`src/rtl/pawn_move_exec.sv`:
```
//==============================================================================
// pawn_move_exec : owns the live board and commits pawn moves vetted by the
//                  external pawn move checker. Revision 1.0
//==============================================================================
`default_nettype none

module pawn_move_exec #(
  parameter logic [2:0] PROMOTE_TYPE = 3'b101,
  parameter bit         ENFORCE_TURN = 1'b1
) (
  input  logic                  clk,
  input  logic                  rst_n,
  input  logic                  new_game,
  input  logic                  req_valid,
  output logic                  req_ready,
  input  logic [2:0]            req_row,
  input  logic [2:0]            req_col,
  input  logic [1:0]            req_dir,
  output logic [2:0]            chk_row,
  output logic [2:0]            chk_col,
  output logic                  chk_color,
  input  logic [2:0]            chk_allow,
  output logic [7:0][7:0][4:0]  board,
  output logic                  turn,
  output logic                  resp_valid,
  input  logic                  resp_ready,
  output logic [1:0]            resp_err,
  output logic [4:0]            resp_captured,
  output logic                  resp_promo
);

  localparam logic [1:0] S_IDLE   = 2'd0;
  localparam logic [1:0] S_CHECK  = 2'd1;
  localparam logic [1:0] S_COMMIT = 2'd2;
  localparam logic [1:0] S_RESP   = 2'd3;

  function automatic logic [7:0][7:0][4:0] start_pos();
    logic [7:0][7:0][4:0] b;
    logic [2:0]           t;
    b = '0;
    for (int c = 0; c < 8; c++) begin
      case (c)
        0, 7:    t = 3'b100;
        1, 6:    t = 3'b010;
        2, 5:    t = 3'b011;
        3:       t = 3'b101;
        default: t = 3'b110;
      endcase
      b[0][c] = {t, 2'b11};
      b[1][c] = 5'b00111;
      b[6][c] = 5'b00101;
      b[7][c] = {t, 2'b01};
    end
    return b;
  endfunction

  logic [1:0]           state_q, state_d;
  logic [2:0]           row_q, row_d, col_q, col_d;
  logic [1:0]           dir_q, dir_d;
  logic [7:0][7:0][4:0] board_q, board_d;
  logic                 turn_q, turn_d;
  logic                 resp_valid_q, resp_valid_d;
  logic [1:0]           resp_err_q, resp_err_d;
  logic [4:0]           resp_captured_q, resp_captured_d;
  logic                 resp_promo_q, resp_promo_d;

  logic [4:0] src;
  logic       src_color;
  logic [2:0] dest_row, dest_col;
  logic       allow_sel, not_own, promo;
  logic [1:0] check_err;

  always_comb begin
    src       = board_q[row_q][col_q];
    src_color = src[1];
    dest_row  = src_color ? row_q + 3'd1 : row_q - 3'd1;
    promo     = (dest_row == (src_color ? 3'd7 : 3'd0));
    not_own   = !src[0] || (src[4:2] != 3'b001) || (ENFORCE_TURN && (src_color != turn_q));
    case (dir_q)
      2'b00:   begin dest_col = col_q;         allow_sel = chk_allow[2]; end
      2'b01:   begin dest_col = col_q - 3'd1;  allow_sel = chk_allow[1]; end
      2'b10:   begin dest_col = col_q + 3'd1;  allow_sel = chk_allow[0]; end
      default: begin dest_col = col_q;         allow_sel = 1'b0;         end
    endcase
    if (dir_q == 2'b11)  check_err = 2'b11;
    else if (not_own)    check_err = 2'b01;
    else if (!allow_sel) check_err = 2'b10;
    else                 check_err = 2'b00;
  end

  // FSM: state register
  always_ff @(posedge clk or negedge rst_n) begin
    if (!rst_n) state_q <= S_IDLE;
    else        state_q <= state_d;
  end

  // FSM: next state; resp_valid rises one cycle after entering RESP
  always_comb begin
    state_d = state_q;
    case (state_q)
      S_IDLE:   if (req_valid) state_d = S_CHECK;
      S_CHECK:  state_d = (check_err != 2'b00) ? S_RESP : S_COMMIT;
      S_COMMIT: state_d = S_RESP;
      S_RESP:   if (resp_valid_q && resp_ready) state_d = S_IDLE;
      default:  state_d = S_IDLE;
    endcase
    if (new_game) state_d = S_IDLE;
  end

  // FSM: outputs
  always_comb begin
    req_ready = (state_q == S_IDLE);
    chk_color = (state_q == S_CHECK) ? src_color : 1'b0;
  end

  always_comb begin
    row_d           = row_q;
    col_d           = col_q;
    dir_d           = dir_q;
    board_d         = board_q;
    turn_d          = turn_q;
    resp_valid_d    = resp_valid_q;
    resp_err_d      = resp_err_q;
    resp_captured_d = resp_captured_q;
    resp_promo_d    = resp_promo_q;
    case (state_q)
      S_IDLE: begin
        if (req_valid && !new_game) begin
          row_d = req_row;
          col_d = req_col;
          dir_d = req_dir;
        end
      end
      S_CHECK: begin
        resp_err_d      = check_err;
        resp_captured_d = '0;
        resp_promo_d    = 1'b0;
      end
      S_COMMIT: begin
        resp_err_d      = 2'b00;
        resp_captured_d = board_q[dest_row][dest_col];
        resp_promo_d    = promo;
        board_d[dest_row][dest_col] = promo ? {PROMOTE_TYPE, src_color, 1'b1} : src;
        board_d[row_q][col_q]       = '0;
        turn_d          = ~turn_q;
      end
      S_RESP: begin
        if (resp_valid_q && resp_ready) begin
          resp_valid_d    = 1'b0;
          resp_err_d      = 2'b00;
          resp_captured_d = '0;
          resp_promo_d    = 1'b0;
        end else begin
          resp_valid_d    = 1'b1;
        end
      end
      default: ;
    endcase
    if (new_game) begin
      board_d         = start_pos();
      turn_d          = 1'b0;
      resp_valid_d    = 1'b0;
      resp_err_d      = 2'b00;
      resp_captured_d = '0;
      resp_promo_d    = 1'b0;
    end
  end

  always_ff @(posedge clk or negedge rst_n) begin
    if (!rst_n) begin
      row_q           <= '0;
      col_q           <= '0;
      dir_q           <= '0;
      board_q         <= start_pos();
      turn_q          <= 1'b0;
      resp_valid_q    <= 1'b0;
      resp_err_q      <= 2'b00;
      resp_captured_q <= '0;
      resp_promo_q    <= 1'b0;
    end else begin
      row_q           <= row_d;
      col_q           <= col_d;
      dir_q           <= dir_d;
      board_q         <= board_d;
      turn_q          <= turn_d;
      resp_valid_q    <= resp_valid_d;
      resp_err_q      <= resp_err_d;
      resp_captured_q <= resp_captured_d;
      resp_promo_q    <= resp_promo_d;
    end
  end

  assign chk_row       = row_q;
  assign chk_col       = col_q;
  assign board         = board_q;
  assign turn          = turn_q;
  assign resp_valid    = resp_valid_q;
  assign resp_err      = resp_err_q;
  assign resp_captured = resp_captured_q;
  assign resp_promo    = resp_promo_q;

endmodule

`default_nettype wire

```
`config.mk`:
```
export PLATFORM = sky130hd
export DESIGN_NAME = pawn_move_exec
export DESIGN_NICKNAME = d
export VERILOG_FILES = /design/src/rtl/pawn_move_exec.sv
export SDC_FILE = /design/constraint.sdc
export NUM_CORES = 1
export LEC_CHECK = 0
export CAP_MARGIN = 20
export CORE_MARGIN = 1
export CORE_UTILIZATION = 43
export DETAILED_ROUTE_END_ITERATION = 10
export GPL_TIMING_DRIVEN = 1
export MAX_ROUTING_LAYER = met4
export PLACE_DENSITY = 0.78
export REMOVE_ABC_BUFFERS = 1
export SETUP_SLACK_MARGIN = 0.15
export SLEW_MARGIN = 20
export SYNTH_ARGS = -nofsm -noshare
export SYNTH_HDL_FRONTEND = slang
export SYNTH_SLANG_ARGS = --single-unit
```
`constraint.sdc`:
```
create_clock -name clk -period 9.8 [get_ports clk]
set_input_delay 2.94 -clock clk [delete_from_list [all_inputs] [get_ports clk]]
set_output_delay 2.94 -clock clk [all_outputs]
set_load 0.005 [all_outputs]
```
==> summary.md <==
| Metric | Value |
|---|---|
| Mapped Cells | `roughly 1,900` |
| Pwr per Cell Area | `approximately 440 mW/mm^2` |
| Post-Syn Area | `~0.020 sq mm` |
| Largest cells by area after synthesis | `dfrtp_1 31%, dfstp_2 12%, a22o_1 8.6%, mux4_2 8.2%, mux2i_1 3.5%` |
| Post-synth EDFFs | `0` |
| Rows | `a little under 80` |
| Critical Path Start Type | `flop` |
| Die Y | `218 microns` |
| Core Box Area | `0.0457 sq mm` |
| Setup ws final | `2.10 ns` |
| P&R area growth vs syn | `28.2%` |
| Crit Path Class | `flop to flop` |
| Worst slew margin | `0.119` |
| Ys async rst share | `1.00` |
| Fin. Hold Viols | `0` |
| Routed len/inst | `42.2 microns` |
| Tmin final | `between 7 and 8 ns` |
| Cells along the critical path | `buf_4 > mux4_2 > nand2_1 > a21oi_1 > a31oi_1 > o221ai_2 > nor2_8 > inv_2 > fa_4 > xor2_1 > buf_4 > nand3_1 > nand2_4 > nand2_1 > nor3_1 > buf_4 > a22o_1` |
| Overall Global Routing Usage | `0.515` |
| # IOs | `354` |
| Synthesized area per cell | `10.5 sq um` |
| RSZ-0062 raised after global routing | `no` |
| Vias in the first global route | `21,000` |
| Final setup viols | `0` |
| GRT overflow | `0` |
| Post-DP Area | `0.0244 sq mm` |
| Synth area leader | `dfrtp_1` |
| Register area share after synthesis | `0.430` |
| Clock transition at the registers of the reported paths | `0.06 ns` |
| Max-cap violations | `0` |
| Initial DRC Count | `4,003` |
| CP arrival | `between 8 and 9 ns` |
| Clock root buffer | `clkbuf_16` |
| Max H-tree Level | `2` |
| LEAKAGE | `9.99 nW` |
| Hold Buf Count CTS | `0` |
| Remaining DRCs | `0` |
| Via density | `around 7.8` |
| Clk pwr share | `0.135` |
| Longest Clk Path Bufs | `3` |
| Status | `complete, no violations` |
| PortBufs | `353` |
| P_sw | `0.00674 W` |
| Die width | `218 microns` |
| Post-synth top cells | `252 x dfrtp_1, 197 x a22o_1, 145 x nand2_1` |
| Slew Viols, Final | `0` |
| Post-route clock period utilization | `0.786` |
| PostCTS Resize Cnt | `0` |
| TritonCTS Buffers | `38` |
| Distinct cells, synth | `70` |
| Routability cong. | `1.13` |
| Switching Fraction | `0.601` |
| Critical Path RT | `~10 ns` |
| Layout cell share with drive strength beyond 1 | `0.178` |
| Via count | `22,000` |
| Clock Sinks | `340` |
| Power share of the sequential group | `0.148` |
| Largest net degree at the start of global routing | `159` |
| Global-route wire length before repair | `165,000 microns` |
| Comb power frac | `0.717` |
| Critical Path Slowest Stage Cell | `nor3_1` |
| Worst slew pin tran | `1.32 ns` |
| Worst Skew | `0.0227 ns` |
| Largest fanout on the critical path | `59` |
| FF+latch count, synth | `340` |
| CTS tree | `done` |
| Pre-Repair DR Iteration Count | `7` |
| CP Capture Type | `flop` |
| Dpl ws | `2.57 ns` |
| Final instance area | `between 0.02 and 0.03 sq mm` |
| Peak VDD IR | `0.342 mV` |
| Most frequent CP cell | `buf_4` |
| Initial cell density of the core | `0.439` |
| Detailed Place HPWL | `82,500 microns` |
| Ys flop type | `dfrtp_1` |
| ANT nets after route | `0` |
| Routed WL | `120,000 microns` |
| Internal power | `0.00448 W` |
| Final Net Count | `about 2,200` |
| YS warnings | `0` |
| Die area | `0.0475 sq mm` |
| Cell with the most instances after synthesis | `dfrtp_1` |
| Postcts setup bufs | `0` |
| Fmax | `0.130 GHz` |
| Hold Crit Class | `flop to flop` |
| Clock latency at the later pin of the worst-skew pair | `0.58 ns` |
| Top-area cell type share of the netlist area | `0.315` |
| Antenna violations before repair | `2` |
| CP max stage delay | `a little under 1 ns` |
==> power groups by stage <==
stage	Clock (W)	Combinational, W	Sequential [W]
finish	0.00152	0.00805	0.00166
global placement	0	0.00748	0.00166
floorplan	0	0.00383	0.00175
global route	0.00156	0.00795	0.00166
detailed placement	0	0.00752	0.00167
CTS	0.00151	0.00754	0.00165
==> final timing paths <==
| kind | from | endpoint | slack (ns) | cells past startpoint |
|---|---|---|---|---|
| min in group asynchronous | rst_n | board[3] | 2.39 | 1 |
| worst min register to register | resp_err[1] | resp_err[1] | 0.52 | 2 |
| max in group asynchronous | rst_n | chk_row[2] | 5.95 | 2 |
| worst min-delay path | resp_err[1] | resp_err[1] | 0.52 | 2 |
| worst max register to register | chk_row[2] | board[296] | 2.10 | 17 |
| worst max-delay path | chk_row[2] | board[296] | 2.10 | 17 |
==> stage by stage <==
step / TNS (ns) / utilization / power (W) / cells / hold slack [ns]
2_1_floorplan: -210.05 / - / 0.00557 / 1734 / 0.467
3_3_place_gp: 0 / 0.533 / 0.00915 / 2764 / 0.488
3_5_place_dp: 0 / 0.534 / 0.00918 / 2765 / 0.501
4_1_cts: 0 / 0.562 / 0.0107 / 2834 / 0.516
5_1_grt: 0 / 0.562 / 0.0112 / 2836 / 0.540
6_report: 0 / 0.563 / 0.0112 / 2841 / 0.522
==> state kept, by name, indices dropped and copies added, names as in the netlist <==
signal and flops:
turn 1, state_q 2, board 320, resp_captured 5
dir_q 2, chk_col 3, chk_row 3, resp_valid 1
resp_err 2, resp_promo 1
==> final cells by class <==
type                       instances  area [sq um]
fill                            3902         20000
multi-input combinational       1373         10800
sequential                       340          8630
timing repair buffer             431          4150
clock buffer                      57          1130
tap                              600           751
clock inverter                    12           153
inverter                          21          78.8
antenna                            7          17.5
==> metal layers <==
| metal | vias to the layer above | wire length [microns] | global-route usage |
|---|---|---|---|
| li1 | 8189 | - | - |
| met1 | 11000 | 43800 | 0.659 |
| met2 | 2263 | 49300 | 0.701 |
| met3 | 552 | 17600 | 0.172 |
| met4 | 0 | 9070 | 0.310 |
| met5 | - | 0 | - |
==> critical path, delay by kind of cell (launching register included) <==
family / cells / cell delay, ns
flops: 1 / 0.71
mux: 1 / 0.44
compound gates: 4 / 1.02
xor+xnor: 1 / 0.59
simple gates: 6 / 2.78
fa+ha+maj: 1 / 0.46
buf+inv: 4 / 1.54
==> layout by cell type, fill, tap and decap left out, types with 60 or more instances in the layout <==
master           Yosys  layout
o21ai_0             70      70
nand2_1            145     144
nor2_1             123     112
mux4_2              73      73
a22o_1             197     197
clkdlybuf4s50_1      0     351
dfrtp_1            252     249
a221o_1             68      68
o22ai_1             60      60
dfstp_2             88      88
a21oi_1             99      99
mux2i_1             70      70
buf_4                3      76
==> kinds of logic (layout without fill, tap and decap cells) <==
family,Yosys count,in the layout,share of synthesized area
simple gates,432,432,0.0985
compound gates,725,725,0.275
fa+ha+maj,12,12,0.00824
xor+xnor,7,7,0.00306
other cells,0,7,0
mux,197,197,0.148
flops,340,340,0.430
buf+inv,187,521,0.0381
Note: power is estimated with default switching activity, not from simulation.
